$ cat src/rtl/mem_access_unit.sv
// Load/store unit: takes one request at a time, presents an aligned
// address with lane-shifted store data and byte enables, runs a memory
// read/write handshake and returns extended load data with error flags.
module mem_access_unit #(
  parameter int XLEN           = 32,
  parameter int TIMEOUT_CYCLES = 0
) (
  input  logic              clk_i,
  input  logic              rst_i,
  input  logic              req_valid_i,
  output logic              req_ready_o,
  input  logic              req_store_i,
  input  logic [2:0]        req_funct3_i,
  input  logic [XLEN-1:0]   req_addr_i,
  input  logic [XLEN-1:0]   req_wdata_i,
  output logic              resp_valid_o,
  output logic [XLEN-1:0]   resp_rdata_o,
  output logic              resp_misaligned_o,
  output logic              resp_illegal_o,
  output logic              resp_timeout_o,
  output logic [XLEN-1:0]   mem_address_o,
  output logic              mem_read_o,
  output logic              mem_write_o,
  output logic [XLEN/8-1:0] mem_byte_enable_o,
  output logic [XLEN-1:0]   mem_wdata_o,
  input  logic [XLEN-1:0]   mem_rdata_i,
  input  logic              mem_resp_i
);
  localparam int NB = XLEN / 8;
  localparam int OW = $clog2(NB);
  // Counter only needs to reach TIMEOUT_CYCLES-1.
  localparam int TW = (TIMEOUT_CYCLES > 1) ? $clog2(TIMEOUT_CYCLES) : 1;

  typedef enum logic [1:0] {IDLE, ACCESS, DONE, ERR} state_e;

  state_e          state_q;
  logic            ready_q, store_q, mem_read_q, mem_write_q;
  logic [2:0]      f3_q;
  logic [OW-1:0]   off_q;
  logic [TW-1:0]   tcnt_q;
  logic            resp_valid_q, mis_q, ill_q, tmo_q;
  logic [XLEN-1:0] resp_rdata_q, addr_q, wdata_q;
  logic [NB-1:0]   be_q;

  logic            req_illegal, req_misaligned;
  logic [2:0]      req_off3, size_m1;
  logic [7:0]      be_base;
  logic [NB-1:0]   be_shift;
  logic [XLEN-1:0] wdata_shift, lane, ld_ext;

  assign req_off3    = 3'(req_addr_i[OW-1:0]);
  assign be_shift    = NB'(be_base) << req_addr_i[OW-1:0];
  assign wdata_shift = req_wdata_i << {req_addr_i[OW-1:0], 3'b000};
  assign lane        = mem_rdata_i >> {off_q, 3'b000};

  // Decode legality, alignment and the unshifted lane mask of the incoming request.
  always_comb begin
    req_illegal = 1'b1;
    size_m1     = 3'b000;
    be_base     = 8'h01;
    case (req_funct3_i)
      3'b000, 3'b001, 3'b010: req_illegal = 1'b0;
      3'b011:                 req_illegal = (XLEN != 64);
      3'b100, 3'b101:         req_illegal = req_store_i;
      3'b110:                 req_illegal = req_store_i || (XLEN != 64);
      default:                req_illegal = 1'b1;
    endcase
    case (req_funct3_i[1:0])
      2'b00:   begin size_m1 = 3'b000; be_base = 8'h01; end
      2'b01:   begin size_m1 = 3'b001; be_base = 8'h03; end
      2'b10:   begin size_m1 = 3'b011; be_base = 8'h0F; end
      default: begin size_m1 = 3'b111; be_base = 8'hFF; end
    endcase
    req_misaligned = |(req_off3 & size_m1);
  end

  // Pick the addressed lane out of the read word and sign/zero extend it.
  always_comb begin
    ld_ext = lane;
    case (f3_q)
      3'b000:  ld_ext = XLEN'($signed(lane[7:0]));
      3'b100:  ld_ext = XLEN'(lane[7:0]);
      3'b001:  ld_ext = XLEN'($signed(lane[15:0]));
      3'b101:  ld_ext = XLEN'(lane[15:0]);
      3'b010:  ld_ext = XLEN'($signed(lane[31:0]));
      3'b110:  ld_ext = XLEN'(lane[31:0]);
      default: ld_ext = lane;
    endcase
  end

  // Request FSM; every output is a register so the memory side sees clean strobes.
  always_ff @(posedge clk_i) begin
    if (!rst_i) begin
      state_q      <= IDLE;
      ready_q      <= 1'b1;
      store_q      <= 1'b0;
      f3_q         <= 3'b000;
      off_q        <= '0;
      tcnt_q       <= '0;
      mem_read_q   <= 1'b0;
      mem_write_q  <= 1'b0;
      addr_q       <= '0;
      be_q         <= '0;
      wdata_q      <= '0;
      resp_valid_q <= 1'b0;
      resp_rdata_q <= '0;
      mis_q        <= 1'b0;
      ill_q        <= 1'b0;
      tmo_q        <= 1'b0;
    end else begin
      case (state_q)
        IDLE: begin
          if (req_valid_i) begin
            ready_q <= 1'b0;
            store_q <= req_store_i;
            f3_q    <= req_funct3_i;
            off_q   <= req_addr_i[OW-1:0];
            addr_q  <= {req_addr_i[XLEN-1:OW], {OW{1'b0}}};
            be_q    <= req_store_i ? be_shift : '0;
            if (req_store_i) wdata_q <= wdata_shift;
            if (req_illegal) begin
              state_q      <= ERR;
              ill_q        <= 1'b1;
              resp_valid_q <= 1'b1;
            end else if (req_misaligned) begin
              state_q      <= ERR;
              mis_q        <= 1'b1;
              resp_valid_q <= 1'b1;
            end else begin
              state_q     <= ACCESS;
              tcnt_q      <= '0;
              mem_read_q  <= !req_store_i;
              mem_write_q <= req_store_i;
            end
          end
        end
        ACCESS: begin
          // A response in the expiry cycle still completes the access.
          if (mem_resp_i) begin
            state_q      <= DONE;
            mem_read_q   <= 1'b0;
            mem_write_q  <= 1'b0;
            resp_rdata_q <= store_q ? '0 : ld_ext;
            resp_valid_q <= 1'b1;
          end else if (TIMEOUT_CYCLES > 0 && tcnt_q == TW'(TIMEOUT_CYCLES - 1)) begin
            state_q      <= ERR;
            mem_read_q   <= 1'b0;
            mem_write_q  <= 1'b0;
            tmo_q        <= 1'b1;
            resp_valid_q <= 1'b1;
          end else begin
            tcnt_q <= tcnt_q + TW'(1);
          end
        end
        default: begin
          // DONE / ERR: single response cycle, then clear the response side.
          state_q      <= IDLE;
          ready_q      <= 1'b1;
          resp_valid_q <= 1'b0;
          resp_rdata_q <= '0;
          mis_q        <= 1'b0;
          ill_q        <= 1'b0;
          tmo_q        <= 1'b0;
        end
      endcase
    end
  end

  assign req_ready_o       = ready_q;
  assign resp_valid_o      = resp_valid_q;
  assign resp_rdata_o      = resp_rdata_q;
  assign resp_misaligned_o = mis_q;
  assign resp_illegal_o    = ill_q;
  assign resp_timeout_o    = tmo_q;
  assign mem_address_o     = addr_q;
  assign mem_read_o        = mem_read_q;
  assign mem_write_o       = mem_write_q;
  assign mem_byte_enable_o = be_q;
  assign mem_wdata_o       = wdata_q;
endmodule

$ cat config.mk
export PLATFORM = sky130hd
export DESIGN_NAME = mem_access_unit
export DESIGN_NICKNAME = d
export VERILOG_FILES = /design/src/rtl/mem_access_unit.sv
export SDC_FILE = /design/constraint.sdc
export NUM_CORES = 1
export LEC_CHECK = 0
export CAP_MARGIN = 20
export CORE_MARGIN = 1
export CORE_UTILIZATION = 39
export DETAILED_ROUTE_END_ITERATION = 7
export PLACE_DENSITY = 0.77
export SETUP_SLACK_MARGIN = 0.05
export SLEW_MARGIN = 30
export SYNTH_ARGS = -nofsm -noshare
export SYNTH_HDL_FRONTEND = slang
export SYNTH_SLANG_ARGS = --single-unit
$ cat constraint.sdc
create_clock -name clk_i -period 1.46 [get_ports clk_i]
set_input_delay 0.146 -clock clk_i [delete_from_list [all_inputs] [get_ports clk_i]]
set_output_delay 0.146 -clock clk_i [all_outputs]
set_load 0.01 [all_outputs]
==> results.md <==
* Number of nets with antenna violations after routing at 0
* Count of mapped cells out of synthesis at 593
* Number of antenna violations at the first check in global routing at 0
* Critical Path Source: off_q[0]$_SDFFE_PN0P_
* End point of the critical path: resp_rdata_o[28]$_SDFFE_PN0P_
* Setup TNS at -0.661 ns
* Hold Violations, Final at 0
* Total clock buffers created by CTS at 9
* Initial cell density of the core at 40.1%
* Hold Crit Class: in -> reg
* Share of post-route cells with drive strength above 1 at 25.9%
* Number of endpoints failing setup at the final stage at 20
* Final clock skew at 0.00934 ns
* Die footprint at 13400 µm²
* Peak supply drop at 798 µV
* Register bit count reported by yosys at 112
* Routed WL at 18000 µm
* Power density over the cells at 917 nW/µm²
* Minimum period implied by the final worst setup slack at 1.54 ns
* Leading register cell type out of synthesis: dfxtp_1
* Die Height at 116 µm
* Final period util at 106%
* First-pass GRT wire length at 25900 µm
* Top library cells by usage in the layout, fill and taps aside: 118 x clkdlybuf4s50_1, 108 x dfxtp_1, 87 x nand2_1
* # nets final at 953
* Pre-Repair DR Iteration Count at 4
* Final setup margin at -0.0845 ns
* Count of placed standard cells in the final layout, fillers left out at 1026
* Library cells used by synthesis at 46
* Routed length per placed instance at 17.6 µm
* Hold-fix buffers, CTS at 0
* Peak fanout along the critical path at 7
* Endpoint class of the critical path: register
* Max_cap viols at 0
* DIE WIDTH at 116 µm
* Upper clock frequency limit at 647 MHz
* Overall fraction of global-route tracks in use at 25.0%
* Clock latency on the worst-skew pair at 0.35 ns
* Detail-routed via count per cell at 5.32
* Count of final max-slew check failures at 0
* Library cell used as clock root buffer: clkbuf_16
* Share of synthesized area occupied by flip-flops and latches at 44.3%
* Synth warn at 0
* Arrival time at the worst endpoint at 1.78 ns
* Residual DRC count at 0
* Violated checks: setup timing
* Number of instances in the placed design at 998
* Mean post-synth cell area at 8.53 µm²
* Async set or reset register ratio after synthesis at 0%
* Cell taking the most area after synthesis: dfxtp_1
* Port Buffers at 207
* Critical path required time at 1.70 ns
* Ant. Diodes at 0
* H-tree lvl count at 3
* Setup repair after global routing missed its margin: yes
* PnR Total Power at 0.00813 W
* Clock-pin transition on the worst setup and hold timing paths at 0.07 ns
* Core Area at 12600 µm²
* Sink count of the clock tree at 112
* Dominant cells by area after synthesis: dfxtp_1 44%, a21oi_1 8.7%, nand2_1 8.7%
* Number of enable flip-flop cells after synthesis at 0
* TritonCTS clock tree: yes
* Final Core Density at 70.3%
* Overall via count from detail_route at 5460
* Run status: complete, but fails checks
* Reg2Reg Depth at 7
* Overflow left after global routing at 0
* Capture instance of the worst register-to-register path: resp_rdata_o[28]$_SDFFE_PN0P_
* Cell area after synthesis at 5060 µm²
* Critical path type: reg -> reg
* Pin count of the biggest net entering global routing at 54
* Number of buffers between clock root and the deepest sink at 2
* Num ports at 211
* Number of global-route vias before repair at 5205
* Start of the worst register-to-register path: off_q[0]$_SDFFE_PN0P_
* Area growth syn-to-layout at 75.3%
* RD Place Congestion at 0.917
* Critical path launch point type: register
* Setup slack of the worst register-to-register path at -0.08 ns
* Standard-cell row count at 41
* Leakage power at 4.60 nW
* Leading cell type in the layout, fill and taps excluded: clkdlybuf4s50_1
* Area share of the largest cell type after synthesis at 44.3%
* Starting DRC count in detailed routing at 279
* Half-perimeter wire length after detailed placement at 12100 µm
==> sequential cells by signal (all words and copies together) (netlist names) <==
signal / flops
f3_q: 3
mem_byte_enable_o: 4
mem_address_o: 30
mem_write_o: 1
resp_misaligned_o: 1
mem_wdata_o: 32
off_q: 2
mem_read_o: 1
resp_rdata_o: 32
req_ready_o: 1
resp_illegal_o: 1
store_q: 1
resp_valid_o: 1
state_q: 2
==> worst min path at each step <==
stage,cells past startpoint,startpoint,endpoint
global route,3,req_addr_i[29],mem_address_o[29]$_SDFFE_PN0P_
floorplan,1,req_valid_i,state_q[0]$_SDFFE_PN0P_
global placement,2,resp_valid_o$_SDFFE_PN0P_,resp_valid_o$_SDFFE_PN0P_
CTS,3,req_addr_i[30],mem_address_o[30]$_SDFFE_PN0P_
detailed placement,2,resp_valid_o$_SDFFE_PN0P_,resp_valid_o$_SDFFE_PN0P_
finish,3,req_addr_i[30],mem_address_o[30]$_SDFFE_PN0P_
==> worst max-delay path, stage by stage, from the launching register on <==
cell and delay, ns:
dfxtp_4 0.38, buf_6 0.12, xor2_1 0.14, a221o_1 0.35
o2111ai_2 0.13, buf_6 0.18, buf_6 0.11, nand2_2 0.04
==> area by class of cell <==
type | instances | area, µm²
flip-flops and latches | 112 | 2250
clock inverters | 4 | 52.6
inverters | 4 | 15.0
fillers | 966 | 3750
multi-input cells | 426 | 2950
clock buffers | 12 | 256
well taps | 172 | 215
repair buffers | 296 | 3130
==> cell usage after synthesis, types with 2 or more instances <==
cell	instances
a211oi_1	3
buf_4	9
dfxtp_1	112
mux2_2	16
mux2i_1	28
o21ai_0	27
nand3b_1	9
o211ai_1	9
a21oi_1	88
inv_1	3
nor3_1	12
clkbuf_1	29
buf_6	3
mux4_2	8
nor2_1	43
nand2_1	117
a211oi_2	5
buf_2	11
nand3_1	10
nor2b_1	2
a22oi_1	23
nand2b_1	2
==> through the flow <==
step                cell area [µm²]  setup slack [ns]  hold WS (ns)
floorplan                      5100            0.0268         0.256
global placement               7720            -0.230         0.435
detailed placement             7720            -0.285         0.437
CTS                            8100           -0.0708         0.333
global route                   8870            -0.123         0.343
finish                         8870           -0.0845         0.343
==> what timing repair did <==
item                                    in CTS  in global routing
setup buffers                                0                  6
endpoints found under the setup margin     106                153
pin swaps                                    2                 50
gates resized for setup                     44                189
gates cloned                                 2                  5
==> cells by family after synthesis <==
| group | after synthesis | synth area share, % |
|---|---|---|
| AOI/OAI and AO/OA | 164 | 19.2 |
| xor gates and xnor gates | 1 | 0.173 |
| buffers and inverters | 57 | 5.61 |
| DFF | 112 | 44.3 |
| muxes | 52 | 12.7 |
| other | 1 | 0.0741 |
| and+or+nand+nor | 206 | 17.9 |
==> routing by layer <==
| metal | GRT usage [%] | routed length, µm |
|---|---|---|
| met5 | 0 | 0 |
| met4 | 12.5 | 540 |
| met3 | 5.70 | 1170 |
| met2 | 41.2 | 8970 |
| met1 | 30.7 | 7340 |
==> power breakdown <==
part	internal (W)	switching, W	total [W]
clock network	0.00143	0.00115	0.00259
logic	0.00115	0.00101	0.00216
registers	0.00324	0.000150	0.00339
total	0.00582	0.00231	0.00813
Note: power is estimated with default switching activity, not from simulation.
